File: config.mk
export PLATFORM = sky130hd
export DESIGN_NAME = mem_arbiter
export DESIGN_NICKNAME = d
export VERILOG_FILES = /design/src/rtl/mem_arb_pkg.sv /design/src/rtl/mem_arbiter.sv
export SDC_FILE = /design/constraint.sdc
export NUM_CORES = 1
export LEC_CHECK = 0
export CAP_MARGIN = 30
export CORE_UTILIZATION = 36
export DETAILED_ROUTE_END_ITERATION = 6
export PLACE_DENSITY_LB_ADDON = 0.1
export SLEW_MARGIN = 40
export SYNTH_ARGS = -nofsm -noshare
export SYNTH_HDL_FRONTEND = slang
export SYNTH_SLANG_ARGS = --single-unit
export TNS_END_PERCENT = 100
File: constraint.sdc
create_clock -name clk -period 1.58 [get_ports clk]
set_input_delay 0.158 -clock clk [delete_from_list [all_inputs] [get_ports clk]]
set_output_delay 0.158 -clock clk [all_outputs]
set_load 0.05 [all_outputs]
File: src/rtl/mem_arb_pkg.sv
// Shared types and constants for the two-port memory arbiter.
// Holds the FSM encoding, requester indices and default widths.
package mem_arb_pkg;

    localparam int ADDR_W = 5;
    localparam int DATA_W = 4;

    localparam int REQ_FETCH = 0;
    localparam int REQ_DATA  = 1;

    typedef enum logic [1:0] {
        IDLE,
        ISSUE,
        RESP
    } state_t;

endpackage

File: src/rtl/mem_arbiter.sv
// Round-robin arbiter sharing one synchronous memory between fetch and data.
// Each access takes three cycles: grant/latch, issue, response.
module mem_arbiter
    import mem_arb_pkg::*;
#(
    parameter int ADDR_WIDTH = ADDR_W,
    parameter int DATA_WIDTH = DATA_W
) (
    input  logic                  clk,
    input  logic                  rst_n,
    input  logic [1:0]            req,
    input  logic [1:0]            req_we,
    input  logic [ADDR_WIDTH-1:0] req_addr0,
    input  logic [ADDR_WIDTH-1:0] req_addr1,
    input  logic [DATA_WIDTH-1:0] req_wdata0,
    input  logic [DATA_WIDTH-1:0] req_wdata1,
    output logic [1:0]            gnt,
    output logic [1:0]            done,
    output logic [DATA_WIDTH-1:0] rdata,
    output logic                  mem_we,
    output logic [ADDR_WIDTH-1:0] mem_addr,
    output logic [DATA_WIDTH-1:0] mem_din,
    input  logic [DATA_WIDTH-1:0] mem_dout
);

    state_t                state_q, state_d;
    logic                  prio_q, prio_d;
    logic                  win_q, win_d;
    logic                  pick;
    logic [1:0]            gnt_q, gnt_d;
    logic [1:0]            done_q, done_d;
    logic                  we_q, we_d;
    logic [ADDR_WIDTH-1:0] addr_q, addr_d;
    logic [DATA_WIDTH-1:0] din_q, din_d;

    // State and registered outputs; reset aborts any access in flight.
    always_ff @(posedge clk or negedge rst_n) begin
        if (!rst_n) begin
            state_q <= IDLE;
            prio_q  <= 1'b0;
            win_q   <= 1'b0;
            gnt_q   <= 2'b00;
            done_q  <= 2'b00;
            we_q    <= 1'b0;
            addr_q  <= '0;
            din_q   <= '0;
        end else begin
            state_q <= state_d;
            prio_q  <= prio_d;
            win_q   <= win_d;
            gnt_q   <= gnt_d;
            done_q  <= done_d;
            we_q    <= we_d;
            addr_q  <= addr_d;
            din_q   <= din_d;
        end
    end

    // Next state: arbitrate and latch in IDLE, pulse write in ISSUE, done in RESP.
    always_comb begin
        state_d = state_q;
        prio_d  = prio_q;
        win_d   = win_q;
        gnt_d   = 2'b00;
        done_d  = 2'b00;
        we_d    = 1'b0;
        addr_d  = addr_q;
        din_d   = din_q;
        pick    = 1'b0;
        unique case (state_q)
            IDLE: begin
                if (req != 2'b00) begin
                    pick    = (req == 2'b11) ? prio_q : req[REQ_DATA];
                    win_d   = pick;
                    prio_d  = ~pick;
                    we_d    = req_we[pick];
                    addr_d  = pick ? req_addr1 : req_addr0;
                    din_d   = pick ? req_wdata1 : req_wdata0;
                    if (pick) begin
                        gnt_d[REQ_DATA] = 1'b1;
                    end else begin
                        gnt_d[REQ_FETCH] = 1'b1;
                    end
                    state_d = ISSUE;
                end
            end
            ISSUE: begin
                if (win_q) begin
                    done_d[REQ_DATA] = 1'b1;
                end else begin
                    done_d[REQ_FETCH] = 1'b1;
                end
                state_d = RESP;
            end
            RESP: begin
                state_d = IDLE;
            end
            default: begin
                state_d = IDLE;
            end
        endcase
    end

    assign gnt      = gnt_q;
    assign done     = done_q;
    assign mem_we   = we_q;
    assign mem_addr = addr_q;
    assign mem_din  = din_q;
    assign rdata    = (done_q != 2'b00) ? mem_dout : '0;

endmodule

==> impl_results.md, run 1 <==
- Status: complete, no violations
- Final std cells w/o fill: between 100 and 150
- Remaining global-route overflow: 0
- CTS resizes: 0
- Final period util: between 80 and 90%
- Global placement routability congestion: 0.759
- Power per standard cell area: approximately 2100 mW/mm2
- Hold buffers post-CTS: 0
- Number of instances in the synthesized netlist: 67
- Leading cell type in the layout, fill and taps excluded: clkdlybuf4s50_1
- Largest vdd supply drop: about 1.1 mV
- Cell-by-cell trace of the critical path: nand2b_4 -> and3_1 -> a221o_1
- Row count: 16
- Sequential cell area fraction in the yosys report: 56.8%
- Placed wire-length estimate after detailed placement: about 1400 um
- Min Tclk post-route: between 1000 and 1500 ps
- Worst setup EP type: register
- Cell types with the largest area share after synthesis: dfrtp_1 (57%), a221o_1 (8.8%), a21boi_0 (6.6%), nor2b_1 (5.5%), buf_6 (4.3%)
- Ant. Diodes: 0
- Antenna violations before repair: 0
- Vias in the first global route: 675
- Fraction of the mapped netlist area in adder cells: 0%
- Placed cell count: roughly 140
- Overall die area: ~0.0024 mm2
- Wire length of the first global-routing pass: ~2900 um
- Top-Level Pins: 46
- Quantity of I/O buffers inserted on ports: 45
- Largest incremental delay on the critical path: about 430 ps
- Source-to-sink clock delay at the later pin of the worst-skew pair: 290 ps
- Worst rel slew slack: about 77%
- Compound-cell area share of the yosys netlist: between 20% and 30%
- Crit path max-delay cell type: dfrtp_1
- Worst-margin pin slew: 341 ps
- Total number of H-tree levels: 1
- Post-synthesis average cell area: ~12 um2
- Unrepaired setup endpoints after global routing: false
- Summed instance area of the synthesized netlist: 793 um2
- Syn nets: between 90 and 100
- Largest family of logic cells by synthesized area: compound AO/OA/AOI/OAI gates
- Final Hold Fails: 0
- Most frequent cells in the layout: clkdlybuf4s50_1 (27), dfrtp_1 (18), buf_4 (17)
- Maximum count of clock buffers along a single path: 2
- Final max-slew violation count: 0
- Setup repair bufs after CTS: 0
- Core footprint: about 0.0020 mm2
- Total CTS buffers: 3
- Area growth syn-to-layout: 63.9%
- Area share of the leading cell type in the synthesized netlist: 56.8%
- Starting density of the core: around two fifths
- Xor-xnor portion of the synthesized cell area: 0%
- Vias post-DR: approximately 700
- Largest net degree at the start of global routing: 19
- Worst Path Required: 1760 ps
- Most area-hungry cell type in the Yosys netlist: dfrtp_1
- R2R Path Start: prio_q
- Ratio of cells with drive above 1 in the final layout: between 20% and 30%
- Clock-pin slew on the worst setup and hold paths: around 110 ps
- Startpoint kind of the worst setup timing path: register
- Synth Register Bits: 18
- Clock tree from TritonCTS: built
- Arrival time at the worst endpoint: roughly 1500 ps
- Endpoint of the worst setup timing path: mem_din[0]
- Synth warn: 0
- Setup Total Neg Slack: 0 ps
- Number of maximum-capacitance violations: 0
- Worst hold-check path type: input port to asynchronous set/reset pin
- Worst r2r path cells: 3
- Initial drt markers: 9
- Static power due to leakage: between 0.5 and 0.6 nW
- Multiplexer fraction of the synthesized cell area: 0%
- Die boundary width: ~49 um
- Clock Tree Root: clkbuf_4
- Number of distinct library cells after synthesis: 19
- Per-cell via count in the routed design: a little under 5
- Post-Synth Simple-Gate Area: 14.2%
- Minimum setup slack in the final design: between 200 and 300 ps
- Number of remaining DRC errors: 0
- Critical path start-end classification: register to register
- Number of nets in the layout: about 140
- Clk sinks: 18
- Total Routed Length: 1770 um
- CP max FO: 9
- Setup slack at placement: ~48 ps
- Worst-case clock skew: 11.7 ps
- Number of search-and-repair iterations in the first detailed-routing pass: 2
- Total chip power: around 2.7 mW
- Worst setup path startpoint: prio_q
- Highest achievable clock rate: ~0.75 GHz
- Die height: ~49 um
- Antenna viol nets, final: 0
- Final setup violation count: 0
- Reg2Reg Capture Point: mem_din[0]
- Wire length per cell after detailed routing: 12.5 um
- Total global routing track utilization: 16.0%
- Final Util: between 60% and 70%
- Flop2flop setup slack: 250 ps
[flip-flops by register name (all words and copies together), names as in the netlist]
| name | flops |
|---|---|
| done | 2 |
| gnt | 2 |
| mem_addr | 5 |
| mem_din | 4 |
| mem_we | 1 |
| prio_q | 1 |
| state_q | 2 |
| win_q | 1 |
[cells by family (layout without fill, tap and decap cells)]
family,Yosys count,in the layout
simple gates,19,19
flops,18,18
buf+inv,6,54
compound gates,24,24
[layer usage]
| metal | vias up | global-route usage [%] | wire, um |
|---|---|---|---|
| li1 | 340 | - | - |
| met1 | 332 | 19.4 | 809 |
| met2 | 30 | 27.1 | 828 |
| met3 | 2 | 4.36 | 122 |
| met4 | 0 | 5.88 | 12 |
| met5 | - | 0 | 0 |
[where the power goes]
group          switching, mW  internal [mW]
Combinational           1.03          0.636
Sequential             0.116          0.667
Clock                  0.135          0.140
Total                   1.28           1.44
[layout make-up]
type | count | area [um2]
Tap cell | 27 | 33.8
Multi-Input combinational cell | 43 | 294
Sequential cell | 18 | 450
Inverter | 2 | 7.51
Clock buffer | 4 | 36.3
Fill cell | 174 | 722
Timing Repair Buffer | 48 | 478
[synth_stat cells]
library cell and number:
dfrtp_1 18, a21boi_0 7, a221o_1 7, nor2b_1 7, a21oi_1 3, buf_6 3, nand3_1 3, o21ai_0 3
a31oi_1 2, and3_1 2, inv_1 2, nand2_1 2, nor2_1 2, a21o_1 1, a21o_2 1, and2_1 1
buf_4 1, nand2b_4 1, or2_1 1
[worst min-delay path by stage]
stage | endpoint | slack (ps) | cells past startpoint
final | mem_addr[1] | 190 | 2
after global placement | state_q[1] | 440 | 1
after detailed placement | state_q[1] | 450 | 1
after global routing | mem_addr[1] | 210 | 2
after CTS | mem_addr[1] | 200 | 2
after floorplan | done[0] | -140 | 0
[per-stage QoR]
| stage | cell area [um2] | hold slack [ps] |
|---|---|---|
| floorplan | 793 | -138 |
| global placement | 1260 | 437 |
| detailed placement | 1260 | 450 |
| CTS | 1300 | 196 |
| global route | 1300 | 212 |
| finish | 1300 | 188 |
[critical path, delay by kind of cell, from the launching register on]
family	cells	cell delay, ps
DFF	1	430
AOI/OAI and AO/OA	1	330
and+or+nand+nor	2	450
Note: power is estimated with default switching activity, not from simulation.
==> run 2: changes to the inputs <==
Settings changed: CORE_UTILIZATION 36 to 33.
Clock period 1.58 ns to 1.1 ns, I/O delays scaled along.
==> run 2 against run 1 <==
Net effect: the flow now finishes with violations (setup timing); total power rose by 96%; cell count rose by 8.5%; largest power group unchanged; critical path type is now register to primary output; clock power increased by 49%.
==> impl_results.md, run 2 (same netlist as run 1, synthesis figures left out) <==
- Antenna violations before repair: 0 (unchanged)
- Final period util: 119%
- Hold buffers post-CTS: 0 (unchanged)
- Static power due to leakage: 0.741 nW (+24%)
- Placed wire-length estimate after detailed placement: 1590 um (+12%)
- Final Hold Fails: 0 (unchanged)
- Row count: 17 (+1)
- Critical path start-end classification: register to primary output
- Starting density of the core: 35.5% (-3.7 points)
- Minimum setup slack in the final design: -206 ps (-461 ps)
- Total chip power: 5.33 mW (+96%)
- Clock tree from TritonCTS: built
- Maximum count of clock buffers along a single path: 2 (unchanged)
- Initial drt markers: 10 (+1)
- Startpoint kind of the worst setup timing path: register
- Power per standard cell area: 3160 mW/mm2 (+51%)
- Min Tclk post-route: between 1000 and 1500 ps
- Worst setup EP type: primary output
- Total Routed Length: 2320 um (+31%)
- Area growth syn-to-layout: 113%
- Antenna viol nets, final: 0 (unchanged)
- Number of search-and-repair iterations in the first detailed-routing pass: 4 (+2)
- Remaining global-route overflow: 0 (unchanged)
- Most frequent cells in the layout: clkdlybuf4s50_1 (27), buf_12 (18), dfrtp_1 (16), a221o_1 (7), buf_6 (7)
- Max reg flops: 5 (unchanged)
- Leading cell type in the layout, fill and taps excluded: clkdlybuf4s50_1
- Highest achievable clock rate: approximately 0.77 GHz
- Vias post-DR: 783 (+11%)
- Arrival time at the worst endpoint: 1200 ps (-310 ps)
- Clock Tree Root: clkbuf_4
- Number of maximum-capacitance violations: 0 (unchanged)
- Core footprint: 0.00223 mm2 (+10%)
- Ratio of cells with drive above 1 in the final layout: 46.8% (+23 points)
- Number of remaining DRC errors: 0 (unchanged)
- Number of nets in the layout: 155 (+7.6%)
- Clock-pin slew on the worst setup and hold paths: 110 ps (about the same)
- Die boundary width: 51.0 um (+4.3%)
- Largest vdd supply drop: 2.18 mV (+100%)
- Total number of H-tree levels: 1 (unchanged)
- Overall die area: 0.00260 mm2 (+8.7%)
- Final max-slew violation count: 0 (unchanged)
- Top-Level Pins: 46 (unchanged)
- Vias in the first global route: 830 (+23%)
- Largest net degree at the start of global routing: 19 (unchanged)
- Worst hold-check path type: input port to asynchronous set/reset pin
- Violations in the final reports: setup timing
- Wire length per cell after detailed routing: 15.1 um (+21%)
- CP max FO: 4 (-5)
- Total CTS buffers: 3 (unchanged)
- Final setup violation count: 16 (+16)
- Global placement routability congestion: 0.777 (+2.4%)
- Worst Path Required: 990 ps (-770 ps)
- Number of fill cells: 156 (-10%)
- Worst-case clock skew: 9.69 ps (-2.05 ps)
- Total global routing track utilization: 19.6% (+3.6 points)
- Worst-margin pin slew: 257 ps (-83.8 ps)
- Per-cell via count in the routed design: 5.08 (+2.6%)
- Ant. Diodes: 0 (unchanged)
- Clk sinks: 18 (unchanged)
- Worst Hold Margin: 139 ps (-49.1 ps)
- Worst rel slew slack: 82.8% (+5.5 points)
- Unrepaired setup endpoints after global routing: true
- Die height: 51.0 um (+4.3%)
- Status: finished with violations
- Source-to-sink clock delay at the later pin of the worst-skew pair: 290 ps (about the same)
- Quantity of I/O buffers inserted on ports: 45 (unchanged)
- Wire length of the first global-routing pass: 3690 um (+29%)
## run 2: cell count changes in the layout (fill, tap and decap cells not counted), moves of 4 or more
cell / before / now
a21boi_0: 7 / 0
buf_4: 17 / 6
buf_12: 4 / 18
buf_6: 0 / 7
nor2b_4: 0 / 4
a21boi_1: 0 / 4
nor2b_1: 7 / 2
## run 2: timing repair
action,4_1_cts,5_1_grt
pin swaps,6,4
gates cloned,1,0
setup endpoints to repair,19,18
buffers inserted,5,1
resized for setup,22,10
## run 2: final cells by class
| class | instances | area (um2) | share of cell area, % |
|---|---|---|---|
| clock buffer | 4 | 36.3 | 2.15 |
| inverter | 2 | 7.51 | 0.445 |
| multi-input combinational | 44 | 400 | 23.7 |
| sequential | 18 | 453 | 26.9 |
| tap | 28 | 35.0 | 2.08 |
| timing repair buffer | 58 | 754 | 44.7 |
## run 2: metrics by stage
step / cell area (um2) / setup TNS, ps / instances / util, % / setup slack, ps
finish: 1690 / -1660 / 154 / 75.5 / -206
global route: 1690 / -2490 / 154 / 75.5 / -267
CTS: 1650 / -1340 / 153 / 74.0 / -221
detailed placement: 1520 / -4350 / 143 / 67.8 / -377
global placement: 1520 / -4100 / 143 / 67.8 / -357
floorplan: 838 / -630 / 67 / - / -90.1
## run 2: worst paths after layout
path / startpoint / endpoint / slack [ps] / cells past startpoint
setup reg to reg: state_q[1] / mem_din[2] / -100 / 4
hold reg to reg: win_q / done[0] / 470 / 1
setup / recovery: done[1] / rdata[3] / -210 / 3
hold / removal: rst_n / mem_din[2] / 140 / 2
min in group clk: req_addr0[4] / mem_addr[4] / 400 / 3
max in group asynchronous: rst_n / done[0] / 750 / 2
## run 2: metal layers
layer  up-vias  share of wire (%)  routed length (um)  track usage (%)
li1        363                  -                   -                -
met1       384                 40                 930             22.4
met2        30                 53                1220             34.9
met3         6                5.3                 123             2.68
met4         0                1.9                  44             10.6
met5         -                  0                   0                0
## run 2: worst max-delay path, cell delays in order, from the launching register on
cell,delay [ps]
dfrtp_2,440
nor2_4,250
nor2b_4,80
buf_12,150
## run 2: power by group
group          switching (mW)  total, mW  leakage [nW]  internal [mW]
Sequential              0.325       1.29         0.222          0.964
Clock                   0.209      0.410        0.0210          0.201
Combinational            1.75       3.63         0.498           1.89
==> run 3: changes to the inputs <==
Settings changed: PLACE_DENSITY_LB_ADDON 0.1 to 0.3.
==> run 3 against run 2 <==
Net effect: the flow still finishes with violations (setup timing); clock skew shrank 7.2 ps; core utilization is 2.1 points higher; sequential cell count did not move; clock power is 5% lower; critical path depth unchanged; critical path type unchanged; critical endpoint is now rdata[0].
==> impl_results.md, run 3 (same netlist as run 1, synthesis figures left out) <==
- Status: finished with violations
- Violations in the final reports: setup timing
- Arrival time at the worst endpoint: 1190 ps (about the same)
- Final max-slew violation count: 0 (unchanged)
- Vias in the first global route: 798 (-3.9%)
- Die boundary width: 51.0 um (unchanged)
- Total number of H-tree levels: 1 (unchanged)
- Largest vdd supply drop: 1.91 mV (-13%)
- Critical path start-end classification: register to primary output
- Overall die area: 0.00260 mm2 (unchanged)
- Largest net degree at the start of global routing: 19 (unchanged)
- Sequential share of power: 23.8% (-0.4 points)
- Number of search-and-repair iterations in the first detailed-routing pass: 4 (unchanged)
- Quantity of I/O buffers inserted on ports: 45 (unchanged)
- Vias post-DR: 830 (+6.0%)
- Worst-margin pin slew: 300 ps (+42.5 ps)
- Largest incremental delay on the critical path: 430 ps (about the same)
- Clock share of power: 7.3% (-0.4 points)
- Startpoint kind of the worst setup timing path: register
- Total global routing track utilization: 19.8% (+0.22 points)
- Placed wire-length estimate after detailed placement: 1760 um (+10%)
- Per-cell via count in the routed design: 5.22 (+2.7%)
- Starting density of the core: 35.5% (unchanged)
- Static power due to leakage: 0.772 nW (+4.3%)
- Post-route cell area: 0.00173 mm2 (+2.8%)
- Worst rel slew slack: 79.8% (-3.0 points)
- Global placement routability congestion: 0.734 (-5.5%)
- Clock Tree Root: clkbuf_4
- Wire length per cell after detailed routing: 16.2 um (+7.5%)
- Total CTS buffers: 3 (unchanged)
- Unrepaired setup endpoints after global routing: true
- CP max FO: 4 (unchanged)
- Min Tclk post-route: 1300 ps (-6.37 ps)
- Final Hold Fails: 0 (unchanged)
- Max reg flops: 5 (unchanged)
- Final period util: 118% (-0.58 points)
- Wire length of the first global-routing pass: 3720 um (+0.76%)
- Worst Path Required: 990 ps (about the same)
- Total chip power: 5.40 mW (+1.2%)
- Worst hold-check path type: input port to asynchronous set/reset pin
- Power per standard cell area: 3110 mW/mm2 (-1.6%)
- Highest achievable clock rate: 0.769 GHz (+0.49%)
- Clock-pin slew on the worst setup and hold paths: 100 ps (about the same)
- Setup slack at placement: -399 ps (-22.1 ps)
- Area growth syn-to-layout: 119%
- Total Routed Length: 2580 um (+11%)
- Switching power share of the total: 42.8% (+0.083 points)
- Top-Level Pins: 46 (unchanged)
- Hold buffers post-CTS: 0 (unchanged)
- Core footprint: 0.00223 mm2 (unchanged)
- Clock tree from TritonCTS: built
- Worst setup EP type: primary output
- Leading cell type in the layout, fill and taps excluded: clkdlybuf4s50_1
- Reported net switching power: 2.31 mW (+1.4%)
- Clk sinks: 18 (unchanged)
- Row count: 17 (unchanged)
- Remaining global-route overflow: 0 (unchanged)
- Placed Instance Area: 0.00152 mm2 (+0.50%)
- Ant. Diodes: 0 (unchanged)
- Crit path max-delay cell type: dfrtp_2
- Combinational Power Share: 69.0% (+0.9 points)
- Antenna violations before repair: 0 (unchanged)
- Final setup violation count: 20 (+4)
- Number of nets in the layout: 160 (+3.2%)
- Maximum count of clock buffers along a single path: 2 (unchanged)
- Number of fill cells: 134 (-14%)
- Cell-by-cell trace of the critical path: nor2_4 -> nor2b_4 -> buf_12
- Most frequent cells in the layout: clkdlybuf4s50_1 (26), buf_12 (18), dfrtp_1 (16), buf_4 (12)
- Antenna viol nets, final: 0 (unchanged)
- Die height: 51.0 um (unchanged)
- Minimum setup slack in the final design: -200 ps (+6.37 ps)
- Source-to-sink clock delay at the later pin of the worst-skew pair: 280 ps (about the same)
- Internal power consumption: 3.08 mW (+1.1%)
- Initial drt markers: 9 (-1)
- Number of maximum-capacitance violations: 0 (unchanged)
- Worst-case clock skew: 2.47 ps (-7.22 ps)
- Number of remaining DRC errors: 0 (unchanged)
- Ratio of cells with drive above 1 in the final layout: 50.4% (+3.6 points)
## run 3: cell count changes in the layout (fill, tap and decap cells not counted), sizes merged
cell / delta
buf: +5
clkdlybuf4s50: -1
dlymetal6s2s: +1
## run 3: metrics by stage
stage	std cells	util [%]	hold WS, ps	setup TNS, ps
6_report	159	77.6	138	-2290
5_1_grt	159	77.6	136	-3070
4_1_cts	152	72.6	148	-1380
3_5_place_dp	144	68.2	461	-4640
3_3_place_gp	144	68.2	433	-3670
2_1_floorplan	67	-	-186	-630
## run 3: final cells by class
cell class / count / area [um2] / area share, %
Tap cell: 28 / 35.0 / 2.02
Clock buffer: 4 / 36.3 / 2.09
Timing Repair Buffer: 63 / 791 / 45.6
Inverter: 2 / 10.0 / 0.577
Multi-Input combinational cell: 44 / 409 / 23.6
Sequential cell: 18 / 453 / 26.1
## run 3: worst paths after layout
check                      depth (start not counted)        from     endpoint  slack [ps]
max                                                3     done[0]     rdata[0]        -200
min                                                2       rst_n  mem_addr[1]         140
max reg2reg                                        4  state_q[1]   mem_din[0]        -170
min reg2reg                                        1       win_q      done[0]         490
max in group asynchronous                          2       rst_n      done[0]         750
min in group clk                                   2      req[0]       gnt[0]         220
## run 3: metal layers
layer / global-route usage (%) / part of all wire, % / vias up
li1: - / - / 372
met1: 21.5 / 35 / 404
met2: 37.3 / 56 / 49
met3: 4.17 / 7.5 / 5
met4: 6.94 / 1.4 / 0
met5: 0 / 0 / -
## run 3: repair_timing
| item | 4_1_cts | 5_1_grt |
|---|---|---|
| resized for setup | 17 | 18 |
| setup endpoints to repair | 18 | 19 |
| cloned | 1 | 0 |
| buffers inserted | 3 | 8 |
| pin swaps | 2 | 4 |
## run 3: power groups by stage
stage / Clock (mW) / Sequential, mW / Combinational, mW
2_1_floorplan: 0 / 1.90 / 0.972
3_3_place_gp: 0 / 1.26 / 3.11
3_5_place_dp: 0 / 1.28 / 3.18
4_1_cts: 0.400 / 1.27 / 3.42
5_1_grt: 0.432 / 1.32 / 3.87
6_report: 0.391 / 1.28 / 3.72
## run 3: critical path: cells and delay by family, from the launching register on
family	cells	cell delay [ps]
buf+inv	1	150
flops	1	430
simple gates	2	330
